`src/rtl/gumnut_dp_pkg.sv`:
```
// Shared types for the parametrised Gumnut execution datapath.
//   alu_op_t  : ALU operation encoding carried on alu_op_c
//   wb_sel_t  : register-file writeback source carried on reg_mux_c
//   port_st_t : port-output handshake state
package gumnut_dp_pkg;

  typedef enum logic [3:0] {
    ALU_ADD  = 4'd0,
    ALU_ADDC = 4'd1,
    ALU_SUB  = 4'd2,
    ALU_SUBC = 4'd3,
    ALU_AND  = 4'd4,
    ALU_OR   = 4'd5,
    ALU_XOR  = 4'd6,
    ALU_MASK = 4'd7,
    ALU_SHL  = 4'd8,
    ALU_SHR  = 4'd9,
    ALU_ROL  = 4'd10,
    ALU_ROR  = 4'd11
  } alu_op_t;

  typedef enum logic [1:0] {
    WB_RES  = 2'b00,
    WB_DATA = 2'b01,
    WB_PORT = 2'b10,
    WB_ZERO = 2'b11
  } wb_sel_t;

  typedef enum logic {
    P_IDLE = 1'b0,
    P_PEND = 1'b1
  } port_st_t;

endpackage

```
`src/rtl/gumnut_datapath_gen_if.sv`:
```
// Control/data bus between the Gumnut control unit (master) and the
// execution datapath (slave). Parameters DW/NREG must match the datapath.
//   master drives: clk_en_i, register selects, immed/count, ALU/flag/writeback
//                  strobes, memory/port read data, port_we_c, port_ack_i
//   slave drives : rs2_o, alu_res_o, carry_o, zero_o, port_adr_o/dat_o,
//                  port_stb_o, port_busy_o
interface gumnut_datapath_gen_if #(
  parameter int DW   = 8,
  parameter int NREG = 8
);
  localparam int RAW = $clog2(NREG);
  localparam int CW  = $clog2(DW);

  logic           clk_en_i;
  logic [RAW-1:0] rs_sel_i;
  logic [RAW-1:0] rs2_sel_i;
  logic [RAW-1:0] rd_sel_i;
  logic [7:0]     immed_i;
  logic [CW-1:0]  count_i;
  logic [3:0]     alu_op_c;
  logic           op2_c;
  logic           alu_en_c;
  logic           alu_fr_c;
  logic           reg_wr_c;
  logic [1:0]     reg_mux_c;
  logic [DW-1:0]  data_dat_i;
  logic [DW-1:0]  port_dat_i;
  logic           int_save_c;
  logic           int_rest_c;
  logic           port_we_c;
  logic           port_ack_i;

  logic [DW-1:0]  rs2_o;
  logic [DW-1:0]  alu_res_o;
  logic           carry_o;
  logic           zero_o;
  logic [DW-1:0]  port_adr_o;
  logic [DW-1:0]  port_dat_o;
  logic           port_stb_o;
  logic           port_busy_o;

  modport master (
    output clk_en_i, rs_sel_i, rs2_sel_i, rd_sel_i, immed_i, count_i,
           alu_op_c, op2_c, alu_en_c, alu_fr_c, reg_wr_c, reg_mux_c,
           data_dat_i, port_dat_i, int_save_c, int_rest_c, port_we_c,
           port_ack_i,
    input  rs2_o, alu_res_o, carry_o, zero_o, port_adr_o, port_dat_o,
           port_stb_o, port_busy_o
  );

  modport slave (
    input  clk_en_i, rs_sel_i, rs2_sel_i, rd_sel_i, immed_i, count_i,
           alu_op_c, op2_c, alu_en_c, alu_fr_c, reg_wr_c, reg_mux_c,
           data_dat_i, port_dat_i, int_save_c, int_rest_c, port_we_c,
           port_ack_i,
    output rs2_o, alu_res_o, carry_o, zero_o, port_adr_o, port_dat_o,
           port_stb_o, port_busy_o
  );
endinterface

```
`src/rtl/gumnut_alu_gen.sv`:
```
// Purely combinational Gumnut ALU.
//   a, b : operands (a = rs value, b = rs2 value or zero-extended immediate)
//   cnt  : shift/rotate count
//   op   : operation
//   cin  : carry-in for ADDC/SUBC (registered carry flag)
//   res, carry, zero : result and flag candidates
module gumnut_alu_gen
  import gumnut_dp_pkg::*;
#(
  parameter int DW = 8,
  parameter int CW = $clog2(DW)
) (
  input  logic [DW-1:0] a,
  input  logic [DW-1:0] b,
  input  logic [CW-1:0] cnt,
  input  alu_op_t       op,
  input  logic          cin,
  output logic [DW-1:0] res,
  output logic          carry,
  output logic          zero
);

  logic [DW:0]     sum;
  logic [DW:0]     shl;
  logic [DW:0]     shr;
  logic [2*DW-1:0] rol;
  logic [2*DW-1:0] ror;

  // The extra bit on each side catches the last bit shifted out; a zero
  // count leaves that bit 0, which gives carry 0 for free.
  assign shl = {1'b0, a} << cnt;
  assign shr = {a, 1'b0} >> cnt;
  assign rol = {a, a} << cnt;
  assign ror = {a, a} >> cnt;

  always_comb begin
    sum   = '0;
    res   = '0;
    carry = 1'b0;
    case (op)
      ALU_ADD:  sum = {1'b0, a} + {1'b0, b};
      ALU_ADDC: sum = {1'b0, a} + {1'b0, b} + (DW+1)'(cin);
      ALU_SUB:  sum = {1'b0, a} - {1'b0, b};
      ALU_SUBC: sum = {1'b0, a} - {1'b0, b} - (DW+1)'(cin);
      default:  sum = '0;
    endcase
    case (op)
      ALU_ADD, ALU_ADDC, ALU_SUB, ALU_SUBC: begin
        res   = sum[DW-1:0];
        carry = sum[DW];  // borrow for subtracts
      end
      ALU_AND:  res = a & b;
      ALU_OR:   res = a | b;
      ALU_XOR:  res = a ^ b;
      ALU_MASK: res = a & ~b;
      ALU_SHL: begin
        res   = shl[DW-1:0];
        carry = shl[DW];
      end
      ALU_SHR: begin
        res   = shr[DW:1];
        carry = shr[0];
      end
      ALU_ROL:  res = rol[2*DW-1:DW];
      ALU_ROR:  res = ror[DW-1:0];
      default:  res = '0;
    endcase
  end

  assign zero = (res == '0);

endmodule

```
`src/rtl/gumnut_datapath_gen.sv`:
```
// Parametrised Gumnut execution datapath: register file (2 async reads,
// 1 sync write, r0 hard-wired to 0), ALU, result register, carry/zero flags
// with interrupt shadow, and a handshaked port-output register.
//   clk_i, rst_i : clock, asynchronous active-high reset
//   bus          : gumnut_datapath_gen_if.slave (decoded fields, strobes,
//                  read data in; rs2/ALU result, flags, port traffic out)
// Optional build macro GUMNUT_FWD_EN: register reads of the index being
// written this cycle return the writeback value (write-through). Without it
// reads return the pre-write contents.
module gumnut_datapath_gen
  import gumnut_dp_pkg::*;
#(
  parameter int DW   = 8,
  parameter int NREG = 8
) (
  input  logic clk_i,
  input  logic rst_i,
  gumnut_datapath_gen_if.slave bus
);

  localparam int RAW = $clog2(NREG);
  localparam int CW  = $clog2(DW);

  logic [NREG-1:0][DW-1:0] regs;
  logic [DW-1:0]           wb_val;
  logic [DW-1:0]           rs_val, rs2_val;
  logic [DW-1:0]           op2_val;
  logic [DW-1:0]           alu_res;
  logic                    alu_c, alu_z;
  logic [DW-1:0]           res_q;
  logic                    carry_q, zero_q, carry_sh, zero_sh;
  port_st_t                pst;
  logic [DW-1:0]           padr_q, pdat_q;
  logic                    stb_q, busy_q;
  logic                    wr_en;

  assign wr_en = bus.clk_en_i & bus.reg_wr_c & (bus.rd_sel_i != '0);

  always_comb begin
    wb_val = '0;
    case (wb_sel_t'(bus.reg_mux_c))
      WB_RES:  wb_val = res_q;
      WB_DATA: wb_val = bus.data_dat_i;
      WB_PORT: wb_val = bus.port_dat_i;
      default: wb_val = '0;
    endcase
  end

  always_comb begin
    rs_val  = (bus.rs_sel_i  == '0) ? '0 : regs[bus.rs_sel_i];
    rs2_val = (bus.rs2_sel_i == '0) ? '0 : regs[bus.rs2_sel_i];
`ifdef GUMNUT_FWD_EN
    if (wr_en && bus.rs_sel_i  == bus.rd_sel_i) rs_val  = wb_val;
    if (wr_en && bus.rs2_sel_i == bus.rd_sel_i) rs2_val = wb_val;
`endif
  end

  always_ff @(posedge clk_i or posedge rst_i) begin
    if (rst_i)      regs <= '0;
    else if (wr_en) regs[bus.rd_sel_i] <= wb_val;
  end

  assign op2_val = bus.op2_c ? rs2_val : DW'(bus.immed_i);

  gumnut_alu_gen #(.DW(DW), .CW(CW)) u_alu (
    .a     (rs_val),
    .b     (op2_val),
    .cnt   (bus.count_i),
    .op    (alu_op_t'(bus.alu_op_c)),
    .cin   (carry_q),
    .res   (alu_res),
    .carry (alu_c),
    .zero  (alu_z)
  );

  always_ff @(posedge clk_i or posedge rst_i) begin
    if (rst_i)                           res_q <= '0;
    else if (bus.clk_en_i && bus.alu_en_c) res_q <= alu_res;
  end

  // Shadow samples pre-edge flags, so save+update in one cycle keeps the
  // old flags; restore takes priority over an ALU flag load.
  always_ff @(posedge clk_i or posedge rst_i) begin
    if (rst_i) begin
      carry_q  <= 1'b0;
      zero_q   <= 1'b0;
      carry_sh <= 1'b0;
      zero_sh  <= 1'b0;
    end else if (bus.clk_en_i) begin
      if (bus.int_save_c) begin
        carry_sh <= carry_q;
        zero_sh  <= zero_q;
      end
      if (bus.int_rest_c) begin
        carry_q <= carry_sh;
        zero_q  <= zero_sh;
      end else if (bus.alu_fr_c) begin
        carry_q <= alu_c;
        zero_q  <= alu_z;
      end
    end
  end

  // Port write handshake. A new request while one is pending is dropped
  // (busy pulse) unless the target acks this cycle, which frees the slot.
  always_ff @(posedge clk_i or posedge rst_i) begin
    if (rst_i) begin
      pst    <= P_IDLE;
      padr_q <= '0;
      pdat_q <= '0;
      stb_q  <= 1'b0;
      busy_q <= 1'b0;
    end else if (bus.clk_en_i) begin
      busy_q <= 1'b0;
      case (pst)
        P_IDLE: if (bus.port_we_c) begin
          padr_q <= alu_res;
          pdat_q <= rs2_val;
          pst    <= P_PEND;
          stb_q  <= 1'b1;
        end
        P_PEND: begin
          if (bus.port_ack_i) begin
            if (bus.port_we_c) begin
              padr_q <= alu_res;
              pdat_q <= rs2_val;
            end else begin
              pst   <= P_IDLE;
              stb_q <= 1'b0;
            end
          end else if (bus.port_we_c) begin
            busy_q <= 1'b1;
          end
        end
        default: pst <= P_IDLE;
      endcase
    end
  end

  assign bus.rs2_o       = rs2_val;
  assign bus.alu_res_o   = alu_res;
  assign bus.carry_o     = carry_q;
  assign bus.zero_o      = zero_q;
  assign bus.port_adr_o  = padr_q;
  assign bus.port_dat_o  = pdat_q;
  assign bus.port_stb_o  = stb_q;
  assign bus.port_busy_o = busy_q;

endmodule

```
`src/flat_wrapper.sv`:
```
// flat-port wrapper written by rule: the top's interface ports become plain ports
module gumnut_datapath_gen_flat import gumnut_dp_pkg::*;
#(
  parameter int DW   = 8,
  parameter int NREG = 8
)
  (clk_i, rst_i, bus_clk_en_i, bus_rs_sel_i, bus_rs2_sel_i, bus_rd_sel_i, bus_immed_i, bus_count_i, bus_alu_op_c, bus_op2_c, bus_alu_en_c, bus_alu_fr_c, bus_reg_wr_c, bus_reg_mux_c, bus_data_dat_i, bus_port_dat_i, bus_int_save_c, bus_int_rest_c, bus_port_we_c, bus_port_ack_i, bus_rs2_o, bus_alu_res_o, bus_carry_o, bus_zero_o, bus_port_adr_o, bus_port_dat_o, bus_port_stb_o, bus_port_busy_o);
  gumnut_datapath_gen_if #(.DW(DW), .NREG(NREG)) bus_i ();
  input  logic clk_i;
  input  logic rst_i;
  input wire logic [$bits(bus_i.clk_en_i)-1:0] bus_clk_en_i;
  input wire logic [$bits(bus_i.rs_sel_i)-1:0] bus_rs_sel_i;
  input wire logic [$bits(bus_i.rs2_sel_i)-1:0] bus_rs2_sel_i;
  input wire logic [$bits(bus_i.rd_sel_i)-1:0] bus_rd_sel_i;
  input wire logic [$bits(bus_i.immed_i)-1:0] bus_immed_i;
  input wire logic [$bits(bus_i.count_i)-1:0] bus_count_i;
  input wire logic [$bits(bus_i.alu_op_c)-1:0] bus_alu_op_c;
  input wire logic [$bits(bus_i.op2_c)-1:0] bus_op2_c;
  input wire logic [$bits(bus_i.alu_en_c)-1:0] bus_alu_en_c;
  input wire logic [$bits(bus_i.alu_fr_c)-1:0] bus_alu_fr_c;
  input wire logic [$bits(bus_i.reg_wr_c)-1:0] bus_reg_wr_c;
  input wire logic [$bits(bus_i.reg_mux_c)-1:0] bus_reg_mux_c;
  input wire logic [$bits(bus_i.data_dat_i)-1:0] bus_data_dat_i;
  input wire logic [$bits(bus_i.port_dat_i)-1:0] bus_port_dat_i;
  input wire logic [$bits(bus_i.int_save_c)-1:0] bus_int_save_c;
  input wire logic [$bits(bus_i.int_rest_c)-1:0] bus_int_rest_c;
  input wire logic [$bits(bus_i.port_we_c)-1:0] bus_port_we_c;
  input wire logic [$bits(bus_i.port_ack_i)-1:0] bus_port_ack_i;
  output wire logic [$bits(bus_i.rs2_o)-1:0] bus_rs2_o;
  output wire logic [$bits(bus_i.alu_res_o)-1:0] bus_alu_res_o;
  output wire logic [$bits(bus_i.carry_o)-1:0] bus_carry_o;
  output wire logic [$bits(bus_i.zero_o)-1:0] bus_zero_o;
  output wire logic [$bits(bus_i.port_adr_o)-1:0] bus_port_adr_o;
  output wire logic [$bits(bus_i.port_dat_o)-1:0] bus_port_dat_o;
  output wire logic [$bits(bus_i.port_stb_o)-1:0] bus_port_stb_o;
  output wire logic [$bits(bus_i.port_busy_o)-1:0] bus_port_busy_o;
  assign bus_i.clk_en_i = bus_clk_en_i;
  assign bus_i.rs_sel_i = bus_rs_sel_i;
  assign bus_i.rs2_sel_i = bus_rs2_sel_i;
  assign bus_i.rd_sel_i = bus_rd_sel_i;
  assign bus_i.immed_i = bus_immed_i;
  assign bus_i.count_i = bus_count_i;
  assign bus_i.alu_op_c = bus_alu_op_c;
  assign bus_i.op2_c = bus_op2_c;
  assign bus_i.alu_en_c = bus_alu_en_c;
  assign bus_i.alu_fr_c = bus_alu_fr_c;
  assign bus_i.reg_wr_c = bus_reg_wr_c;
  assign bus_i.reg_mux_c = bus_reg_mux_c;
  assign bus_i.data_dat_i = bus_data_dat_i;
  assign bus_i.port_dat_i = bus_port_dat_i;
  assign bus_i.int_save_c = bus_int_save_c;
  assign bus_i.int_rest_c = bus_int_rest_c;
  assign bus_i.port_we_c = bus_port_we_c;
  assign bus_i.port_ack_i = bus_port_ack_i;
  assign bus_rs2_o = bus_i.rs2_o;
  assign bus_alu_res_o = bus_i.alu_res_o;
  assign bus_carry_o = bus_i.carry_o;
  assign bus_zero_o = bus_i.zero_o;
  assign bus_port_adr_o = bus_i.port_adr_o;
  assign bus_port_dat_o = bus_i.port_dat_o;
  assign bus_port_stb_o = bus_i.port_stb_o;
  assign bus_port_busy_o = bus_i.port_busy_o;
  gumnut_datapath_gen #(.DW(DW), .NREG(NREG)) u_core (.clk_i(clk_i), .rst_i(rst_i), .bus(bus_i));
endmodule
```
`config.mk`:
```
export PLATFORM = sky130hd
export DESIGN_NAME = gumnut_datapath_gen_flat
export DESIGN_NICKNAME = d
export VERILOG_FILES = /design/src/rtl/gumnut_dp_pkg.sv /design/src/rtl/gumnut_datapath_gen_if.sv /design/src/rtl/gumnut_alu_gen.sv /design/src/rtl/gumnut_datapath_gen.sv /design/src/flat_wrapper.sv
export SDC_FILE = /design/constraint.sdc
export NUM_CORES = 1
export LEC_CHECK = 0
export CAP_MARGIN = 20
export CORE_ASPECT_RATIO = 2
export CORE_MARGIN = 4
export CORE_UTILIZATION = 45
export CTS_BUF_LIST = sky130_fd_sc_hd__clkbuf_4
export DETAILED_ROUTE_END_ITERATION = 10
export GPL_TIMING_DRIVEN = 0
export PLACE_DENSITY = 0.73
export RECOVER_POWER = 50
export SYNTH_ARGS = -nofsm -noshare
export SYNTH_HDL_FRONTEND = slang
export SYNTH_SLANG_ARGS = --single-unit
```
`constraint.sdc`:
```
create_clock -name clk_i -period 7.28 [get_ports clk_i]
set_clock_uncertainty 0.1 [all_clocks]
set_input_delay 1.82 -clock clk_i [delete_from_list [all_inputs] [get_ports clk_i]]
set_output_delay 1.82 -clock clk_i [all_outputs]
set_load 0.05 [all_outputs]
```
# Word level (Yosys, flattened, before mapping)

Cells that the tools add are included.
Widths: inputs -> output; s select.

$add $sub $neg: 4
Eq/ne operators: 16
Muxes and demuxes: 33
Shift operators: 4
Bitwise operators: 8
Reductions and logical operators: 14
Magnitude comparators: 4

Operators with widths:

| operator           | count |
|---|---|
| $mux 8             | 10 |
| $pmux 8 s9         | 1 |
| $bwmux 64          | 1 |
| $bmux 8 s3         | 2 |
| $pmux 9 s4         | 1 |
| $pmux 8 s2         | 2 |
| $demux 8 s3        | 1 |
| $pmux 8 s3         | 1 |
| $and 8x8->8        | 2 |
| $eq 4x3->1 const B | 4 |
| $eq 4x4->1 const B | 4 |
| $shl 16x3->16      | 1 |
| $shr 16x3->8       | 1 |
| $lt 3x4->1 const B | 3 |
| $mux 1             | 11 |
| $add 8x8->9        | 1 |
| $add 9x1->9        | 1 |
| $shl 8x3->9        | 1 |
| $shr 9x3->9        | 1 |
| $sub 8x8->9        | 1 |
| $sub 9x1->9        | 1 |
| $eq 4x2->1 const B | 2 |
| $logic_not 8->1    | 1 |
| $not 8->8          | 1 |
| other kinds (20)   | 28 |

Register bits after elaboration: 95
Logic and storage cells: 101
Bits of input ports: 53

# Logic depth before layout (Yosys ltp)

Gate-level depths: netlist of run 1.

Depth in word-level cells: 11
Gate-level depth with buffers: 22
Gate-level depth less buffers: 20

# Cells and area by module

A second synthesis of run 1 with hierarchy kept.

Cells, all modules: 796
Area total of the unflattened synthesis: 7583.5 um^2

Modules (own cells, without submodules):

| module              | seq. area each (um^2) | times used | area an instance (um^2) | cells an instance |
|---|---|---|---|---|
| gumnut_datapath_gen | 2377.3                | 1          | 4874.7                  | 390 |
| gumnut_alu_gen      | 0.0                   | 1          | 2708.8                  | 406 |

# Least setup slack after synthesis of run 1

Ideal clock, no wire load.

Kind: input -> output
Start point: input bus_rs2_sel_i[1]
End point: output bus_alu_res_o[7]
Path buffers: 3
Required time: 5.360 ns
Stages on the path: 18
Data arrival time: 7.324 ns
Slack: -1.964 ns
Cells stage by stage: clkbuf_1 > buf_2 > mux2i_1 > nand2_1 > o21ai_0 > a221oi_1 > mux2i_1 > ha_1 > clkbuf_1 > a21o_1 > a21oi_1 > o21ai_0 > a311oi_1 > xnor2_1 > and3_1 > nand3_1 > xor2_1 > o311ai_2

Cells in the longest elaborated chain, start to end: 8
Elaborated cells between the ends (all ways): 16

Ends and longest elaborated chain:

| item                                              | line                                       | text |
|---|---|---|
| start: declaration                                | flat_wrapper.sv:13                         | `input wire logic [$bits(bus_i.rs2_sel_i)-1:0] bus_rs2_sel_i;` |
| $bmux 8 s3                                        | gumnut_datapath_gen.sv:51                  | `rs2_val = (bus.rs2_sel_i == '0) ? '0 : regs[bus.rs2_sel_i];` |
| $mux 8 (implied by the code)                      | gumnut_datapath_gen.sv:51                  |  |
| $mux 8 (*)                                        | gumnut_datapath_gen.sv:51                  |  |
| named net bus_rs2_o[2]                            | flat_wrapper.sv:29                         | `output wire logic [$bits(bus_i.rs2_o)-1:0] bus_rs2_o;` |
| $mux 8 (*)                                        | gumnut_datapath_gen.sv:63                  | `assign op2_val = bus.op2_c ? rs2_val : DW'(bus.immed_i);` |
| $sub 8x8->9 / $add 8x8->9 (equally long branches) | --                                         |  |
| $sub 9x1->9 / $add 9x1->9 (equally long branches) | gumnut_alu_gen.sv:44, gumnut_alu_gen.sv:42 |  |
| $pmux 9 s4 (*)                                    | gumnut_alu_gen.sv:40                       | `case (op)` |
| $pmux 8 s9 (*)                                    | gumnut_alu_gen.sv:47                       | `case (op)` |
| end: declaration                                  | flat_wrapper.sv:30                         | `output wire logic [$bits(bus_i.alu_res_o)-1:0] bus_alu_res_o;` |

Mark *: on every way through the listed nets, which the timed path passes. The rest lies on a longest branch. The select of a mux whose other input is x is not followed.

# Worst setup path after layout of run 1

Start point: input bus_rs2_sel_i[0]
End point: output bus_alu_res_o[7]

Cells in the longest elaborated chain, start to end: 8
Elaborated cells between the ends (all ways): 16

Ends and longest elaborated chain:

| item                                              | line |
|---|---|
| $bmux 8 s3                                        | gumnut_datapath_gen.sv:51 |
| $mux 8 (implied by the code)                      | gumnut_datapath_gen.sv:51 |
| $mux 8 (*)                                        | gumnut_datapath_gen.sv:51 |
| $mux 8 (*)                                        | gumnut_datapath_gen.sv:63 |
| $sub 8x8->9 / $add 8x8->9 (equally long branches) | -- |
| $sub 9x1->9 / $add 9x1->9 (equally long branches) | gumnut_alu_gen.sv:44, gumnut_alu_gen.sv:42 |
| $pmux 9 s4                                        | gumnut_alu_gen.sv:40 |
| $pmux 8 s9 (*)                                    | gumnut_alu_gen.sv:47 |

Mark *: on every way between the ends. The rest lies on a longest branch, timed or not. The select of a mux whose other input is x is not followed.

==> results of run 1 <==
## layer usage
layer	wire, um	share of wire	vias up
met5	0	0	-
met4	2990	0.10	0
met3	1250	0.043	146
met2	15900	0.54	300
met1	9220	0.31	3516
li1	-	-	3317
## worst paths after layout
check | from | cells past startpoint | end | slack, ns
worst max-delay path | bus_rs2_sel_i[0] | 19 | bus_alu_res_o[7] | -0.41
worst min-delay path | u_core.regs[7]$_DFFE_PP0P_ | 1 | u_core.regs[7]$_DFFE_PP0P_ | 0.38
worst max register to register | u_core.regs[16]$_DFFE_PP0P_ | 18 | u_core.bus.carry_o$_DFFE_PP0P_ | 2.33
worst min register to register | u_core.regs[7]$_DFFE_PP0P_ | 1 | u_core.regs[7]$_DFFE_PP0P_ | 0.38
max in group asynchronous | rst_i | 3 | u_core.regs[36]$_DFFE_PP0P_ | 1.09
min in group asynchronous | rst_i | 2 | u_core.pst$_DFFE_PP0P_ | 1.84
## cells by family (layout without fill, tap and decap cells)
| logic type | count (synthesis) | in the layout | share of synthesized area |
|---|---|---|---|
| and+or+nand+nor | 250 | 250 | 0.160 |
| AOI/OAI and AO/OA | 240 | 240 | 0.223 |
| muxes | 101 | 101 | 0.172 |
| buffers and inverters | 98 | 246 | 0.0573 |
| DFF | 94 | 94 | 0.315 |
| adders and majority gates | 29 | 29 | 0.0506 |
| xor gates and xnor gates | 18 | 18 | 0.0221 |
| other | 0 | 1 | 0 |
## flip-flops by register name, indices dropped and copies added, names as in the netlist
name and flops:
u_core.bus.port_busy_o 1, u_core.zero_sh 1, u_core.bus.port_adr_o 8, u_core.bus.port_dat_o 8
u_core.regs 63, u_core.bus.zero_o 1, u_core.pst 1, u_core.res_q 8
u_core.bus.carry_o 1, u_core.carry_sh 1, u_core.bus.port_stb_o 1
## timing repair
item / 4_1_cts / 5_1_grt
buffers inserted: 37 / 13
pin swaps: 21 / 19
setup endpoints to repair: 8 / 8
endpoints found under the hold margin: 0 / 0
gates resized for setup: 125 / 21
## synthesized netlist by cell type (all sizes together) (3+ instances only)
cell type	number
nor2	96
dfrtp	94
a21oi	86
nand2	62
mux2i	50
clkbuf	45
o21ai	45
inv	36
mux2	34
ha	27
nor3	23
nor2b	20
a221oi	18
mux4	17
buf	15
xnor2	12
a211oi	11
nand2b	10
nand3	10
o211ai	8
a22o	6
xor2	6
a31oi	5
o221ai	5
o22ai	5
a211o	4
a21o	4
and2	4
and3	4
o21bai	4
o311ai	4
or2	4
nand3b	3
o2111ai	3
o31ai	3
or3	3
## report_power, final
group	total [mW]	internal [mW]	leakage [nW]	switching [mW]
clock	0.338	0.140	0.0825	0.198
sequential	0.755	0.649	1.14	0.106
combinational	1.59	0.657	2.87	0.931
total	2.68	1.45	4.10	1.23
## cell type report
| class | instances | share of cell area |
|---|---|---|
| diodes | 1 | 0.000255 |
| plain buffers | 60 | 0.0403 |
| clock buffers | 9 | 0.00689 |
| clock inverters | 7 | 0.00995 |
| inverters | 38 | 0.0150 |
| multi-input cells | 638 | 0.539 |
| flip-flops and latches | 94 | 0.240 |
| well taps | 204 | 0.0260 |
| repair buffers | 132 | 0.123 |
==> qor.txt, run 1 <==
Finished Layout Cells = 1183
Post-synth EDFFs = 0
Slowest cell on the critical path = mux4_2
Worst Setup End Kind = output port
Finished Core Util = 0.603
Hold_buf cts = 0
Worst Setup Slack post-DPL = -2.32 ns
#FFs+latches synth = 94
Failing checks = max-capacitance violations, max-slew violations, negative setup slack
Initial Util = 0.459
Net Count, Synth = 912
Input/output buffers = 80
Area grow syn2layout = 31.4%
Grt peak-use layer = met2
Crit-path most repeated cell = buf_12
Main synth FF type = dfrtp_1
Mapped cell area = 7470 um^2
Synth top area cells = dfrtp_1 (31%), mux2i_1 (6.7%), a21oi_1 (5.8%)
Power per cell area = 273 nW/um^2
Critical Path Source Type = primary input
Storage cell area = 2350 um^2
DPL Wire Length = 22.2 mm
Core area = 16300 um^2
Clock Latency Late Sink = 0.49 ns
Post-Layout Inst Area = 9810 um^2
WP buf/inv = 6
Fillcell total = 1402
Critical path fanouts, max = 8
Vias in the first global route = 7814
Total power = 2.68 mW
Cells after Synth = 830
Gpl congestion = 0.963
Synth area leader = dfrtp_1
DRC violations left = 0
Met2 Track Usage GR = 0.582
Largest net degree at the start of global routing = 73
Final Max Slew Viols = 73
Global-route wire length before repair = 44.3 mm
CP delay by family, top = multiplexers
# nets final = 1055
Tightest Pin Transition = 3.89 ns
Most common cell after layout, fill and taps aside = dfrtp_1
CP cell instances = buf_8, buf_12, buf_12, mux4_2, mux2i_2, a21oi_4, mux2i_4, ha_4, nor2b_4, o31a_1, or3_1, a31oi_1, o21bai_1, xnor2_2, buf_4, xor2_4, o311ai_4, buf_12, buf_12
Leakage power = 4.10 nW
Tot GR Track Use = 0.314
Post-route ant nets = 0
Multi-input logic area = 5290 um^2
Yosys Warn Count = 0
Met1 Usage GRT = 0.291
Run status = finished with violations
Period utilization = 1.06
Clock Path Buffers = 2
Setup Total Neg Slack = -1.14 ns
Fmax = 130 MHz
CTS Root Cell = clkbuf_4
Drt first pass iters = 5
Post-synthesis cell type count = 89
Total CTS buffers = 9
CTS tree = built
RSZ-0062 raised after global routing = yes
TritonCTS Sinks = 94
Hold Crit Class = reg -> reg
Asr flop ratio synth = 1.00
# rows = 66
Final hold vios = 0
WL per Instance = 24.8 um
Initial antenna violation count = 1
WP data required = 5.36 ns
Die Span X = 99.1 um
Most frequent cells in the layout = dfrtp_1 (94), nor2_1 (90), a21oi_1 (77)
Num ports = 89
Avg Inst Size Synth = 9.00 um^2
Fin Hold WS = 0.384 ns
Final setup violation count = 5
Worst EP arrival = 5.77 ns
Routed WL = 29.3 mm
Seq/Total Area, Yosys = 0.315
Fin crit period = 7.69 ns
Dpl cell area = 8850 um^2
Share of Yosys cell area claimed by the top area cell type = 0.315
Die H = 190 um
Initial DRC count = 339
Via count = 7279
Clock-pin slew on the worst setup and hold paths = 0.14 ns
Share of layout cells above drive strength 1 = 0.256
Max Cap Violations = 1
Kind of critical path = in -> out
Grt total ovfl = 0
Maximum VDD drop = 0.000194 V
H-tree depth = 3
Worst rel slew slack = -1.59
Met3 Use GR = 0.0384
Maximum single-stage delay on the critical path = 0.56 ns
Cell count after placement = 1116
Via/cell ratio = 6.15
Post-route setup slack = -0.412 ns
Die area = 18900 um^2
(Power assumes the default switching activity.)
==> run 2, diff against run 1 <==
--- a/config.mk
+++ b/config.mk
@@ -5,6 +5,7 @@
 export SDC_FILE = /design/constraint.sdc
 export NUM_CORES = 1
 export LEC_CHECK = 0
+export ABC_AREA = 1
 export CAP_MARGIN = 20
 export CORE_ASPECT_RATIO = 2
 export CORE_MARGIN = 4
==> qor.txt, run 2 <==
Clk pwr share = 0.151 (+0.025)
Net Count, Synth = 1316 (+44%)
WP buf/inv = 7 (+1)
Kind of critical path = in -> out
TritonCTS Sinks = 95 (+1.1%)
Total power = 2.18 mW (-19%)
Run status = finished with violations
Final Max Slew Viols = 98 (+34%)
Worst Hold Endpoint = u_core.bus.port_stb_o$_DFFE_PP0P_
Clock-pin slew on the worst setup and hold paths = 0.15 ns (about the same)
Synth area leader = dfrtp_1
Post-Layout Inst Area = 9580 um^2 (-2.4%)
Main synth FF type = dfrtp_1
Power per cell area = 228 nW/um^2 (-17%)
CTS Root Cell = clkbuf_4
Hold Crit Class = reg -> reg
Die Span X = 101 um (+2.3%)
Mapped cell area = 7850 um^2 (+5.1%)
Maximum VDD drop = 0.0000900 V (-54%)
Flop pwr share = 0.321 (+0.039)
Via/cell ratio = 5.73 (-6.9%)
#FFs+latches synth = 95 (+1.1%)
Initial DRC count = 606 (+79%)
Clock Latency Late Sink = 0.48 ns (about the same)
Gpl congestion = 1.06 (+10%)
Clock Path Buffers = 2 (unchanged)
DRC violations left = 0 (unchanged)
Comb pwr share = 0.528 (-0.064)
Share of layout cells above drive strength 1 = 0.130 (-0.125)
Fin crit period = 7.17 ns (-0.523 ns)
Tightest Pin Transition = 3.34 ns (-0.544 ns)
Sw frac = 0.467 (+0.00614)
Period utilization = 0.985 (-0.0718)
Net Switching = 1.02 mW (-18%)
Crit-path most repeated cell = nand3_1
Top reg by flops = u_core.regs
Post-route ant nets = 0 (unchanged)
Worst rel slew slack = -1.23 (+0.363)
Failing checks = max-capacitance violations, max-slew violations
Max Cap Violations = 2 (+1)
Grt total ovfl = 0 (unchanged)
CP cell instances = clkbuf_4, buf_6, buf_8, a21oi_1, o21ai_1, nand3_1, nand4_1, nand2_2, ha_4, inv_1, fa_2, xor2_2, nand3_1, nand3b_1, nor2_2, inv_1, nor2_2, nand3_1, nand3_1, nand3_2, nor2_4, inv_1, buf_6
H-tree depth = 3 (unchanged)
Most frequent cells after synthesis = nand2_1 (396), nand3_1 (167), inv_1 (151)
Fmax = 139 MHz (+7.3%)
WP data required = 5.36 ns (about the same)
Critical path fanouts, max = 10 (+2)
Reg2Reg Setup Slack = 3.51 ns (+1.18 ns)
Num ports = 89 (unchanged)
Largest net degree at the start of global routing = 61 (-16%)
Max reg flops = 64 (+1.6%)
Share of Yosys cell area claimed by the top area cell type = 0.303 (-0.0121)
Die H = 195 um (+2.4%)
Core area = 17200 um^2 (+5.6%)
Most common cell after layout, fill and taps aside = nand2_1
Post-synth EDFFs = 0 (unchanged)
Int Pwr = 1.16 mW (-20%)
Initial Util = 0.457 (-0.00241)
Area grow syn2layout = 22.0%
Asr flop ratio synth = 1.00 (unchanged)
Reg2reg end = u_core.bus.zero_o$_DFFE_PP0P_
Most frequent cells in the layout = nand2_1 (387), nand3_1 (159), inv_1 (147)
Leakage power = 4.75 nW (+16%)
Maximum single-stage delay on the critical path = 0.45 ns (-0.11 ns)
Fillcell total = 1762 (+26%)
Critical Path Source Type = primary input
Vias in the first global route = 9051 (+16%)
Drt first pass iters = 6 (+1)
R2R depth = 24 (+6)
CP delay by family, top = simple AND/OR/NAND/NOR gates
Final hold vios = 0 (unchanged)
Synth top area cells = dfrtp_1 (30%), nand2_1 (19%), nand3_1 (11%)
Seq/Total Area, Yosys = 0.303 (-0.0121)
Routed WL = 31.8 mm (+8.3%)
Initial antenna violation count = 1 (unchanged)
# nets final = 1434 (+36%)
Tot GR Track Use = 0.323 (+0.00978)
Worst EP arrival = 5.25 ns (-0.52 ns)
Input/output buffers = 83 (+3.8%)
RR Startpoint = u_core.regs[40]$_DFFE_PP0P_
Via count = 8985 (+23%)
Global-route wire length before repair = 48.3 mm (+9.0%)
Worst Setup End Kind = output port
Dpl cell area = 8980 um^2 (+1.5%)
WL per Instance = 20.3 um (-18%)
Cells after Synth = 1234 (+49%)
HP Start = u_core.pst$_DFFE_PP0P_
DPL Wire Length = 24.8 mm (+12%)
Avg Inst Size Synth = 6.36 um^2 (-29%)
Die area = 19800 um^2 (+4.8%)
Post-synthesis cell type count = 45 (-49%)
Slowest cell on the critical path = fa_2
Yosys Warn Count = 0 (unchanged)
Final setup violation count = 0 (-5)
CTS tree = built
Most common cell in the synthesized netlist = nand2_1
# rows = 68 (+3.0%)
Hold Path Depth = 1 (unchanged)
Total CTS buffers = 9 (unchanged)
run 2: changes by cell type after synthesis, sizes merged, moves of 45 or more:
cell	before	now
mux2i	50	0
a21oi	86	41
o21ai	45	105
inv	36	158
nand3	10	185
nand2	62	413
run 2: per-stage QoR:
step | worst slack, ns | hold WS [ns] | std cells | TNS (ns) | util
floorplan | 0.591 | 0.322 | 1234 | 0 | -
global placement | -1.31 | 0.334 | 1527 | -8.28 | 0.520
detailed placement | -1.36 | 0.340 | 1529 | -8.39 | 0.523
CTS | 0.0213 | 0.359 | 1553 | 0 | 0.545
global route | -0.0357 | 0.376 | 1568 | -0.0750 | 0.557
finish | 0.111 | 0.357 | 1568 | 0 | 0.557
run 2: kinds of logic (layout without fill, tap and decap cells):
group,Yosys count,in the layout,share of synthesized area
AND/OR/NAND/NOR,720,720,0.409
flip-flops,95,95,0.303
other,0,1,0
XOR/XNOR,4,4,0.00446
adder cells (fa/ha/maj),29,29,0.0481
buffers and inverters,211,334,0.113
multiplexers,2,2,0.00287
AO/OA/AOI/OAI,173,173,0.120
run 2: repair_timing:
item	CTS	global route
hold buffers	0	0
pin swaps	10	25
gates resized for setup	91	51
buffers inserted	8	14
setup endpoints to repair	8	8
run 2: worst max-delay path by stage:
stage                                 from               end  cells past startpoint
final                     bus_rs2_sel_i[0]  bus_alu_res_o[7]                     23
after global placement    bus_rs2_sel_i[1]  bus_alu_res_o[6]                     20
after CTS                  bus_rs_sel_i[0]  bus_alu_res_o[2]                     20
after floorplan           bus_rs2_sel_i[1]  bus_alu_res_o[6]                     21
after global routing      bus_rs2_sel_i[0]  bus_alu_res_o[2]                     22
after detailed placement  bus_rs2_sel_i[1]  bus_alu_res_o[7]                     25
run 2: cell type report:
type                    count  area [um^2]  area share
diodes                      1         2.50    0.000261
plain buffers              52          363      0.0379
clock buffers              10         75.1     0.00784
clock inverters             6         83.8     0.00875
inverters                 159          601      0.0627
multi-input cells         928         4810       0.502
flip-flops and latches     95         2380       0.248
well taps                 210          263      0.0274
repair buffers            107         1000       0.105
run 2: power groups by stage:
stage                     Combinational (mW)  Clock [mW]  Sequential (mW)
after floorplan                        0.618           0            0.784
after global placement                  1.03           0            0.707
after detailed placement                1.04           0            0.710
after CTS                               1.08       0.329            0.698
after global routing                    1.25       0.352            0.712
final                                   1.15       0.329            0.700
run 2: worst reg2reg max path: cells and delay by family (launching register included):
family,cells,cell delay [ns]
AND/OR/NAND/NOR,14,1.76
flip-flops,1,0.39
adder cells (fa/ha/maj),3,0.79
AO/OA/AOI/OAI,3,0.28
buffers and inverters,4,0.40
run 2: routing by layer:
layer / track usage / up-vias / part of all wire
li1: - / 4201 / -
met1: 0.284 / 4160 / 0.31
met2: 0.590 / 421 / 0.54
met3: 0.0514 / 203 / 0.049
met4: 0.301 / 0 / 0.11
met5: 0 / - / 0
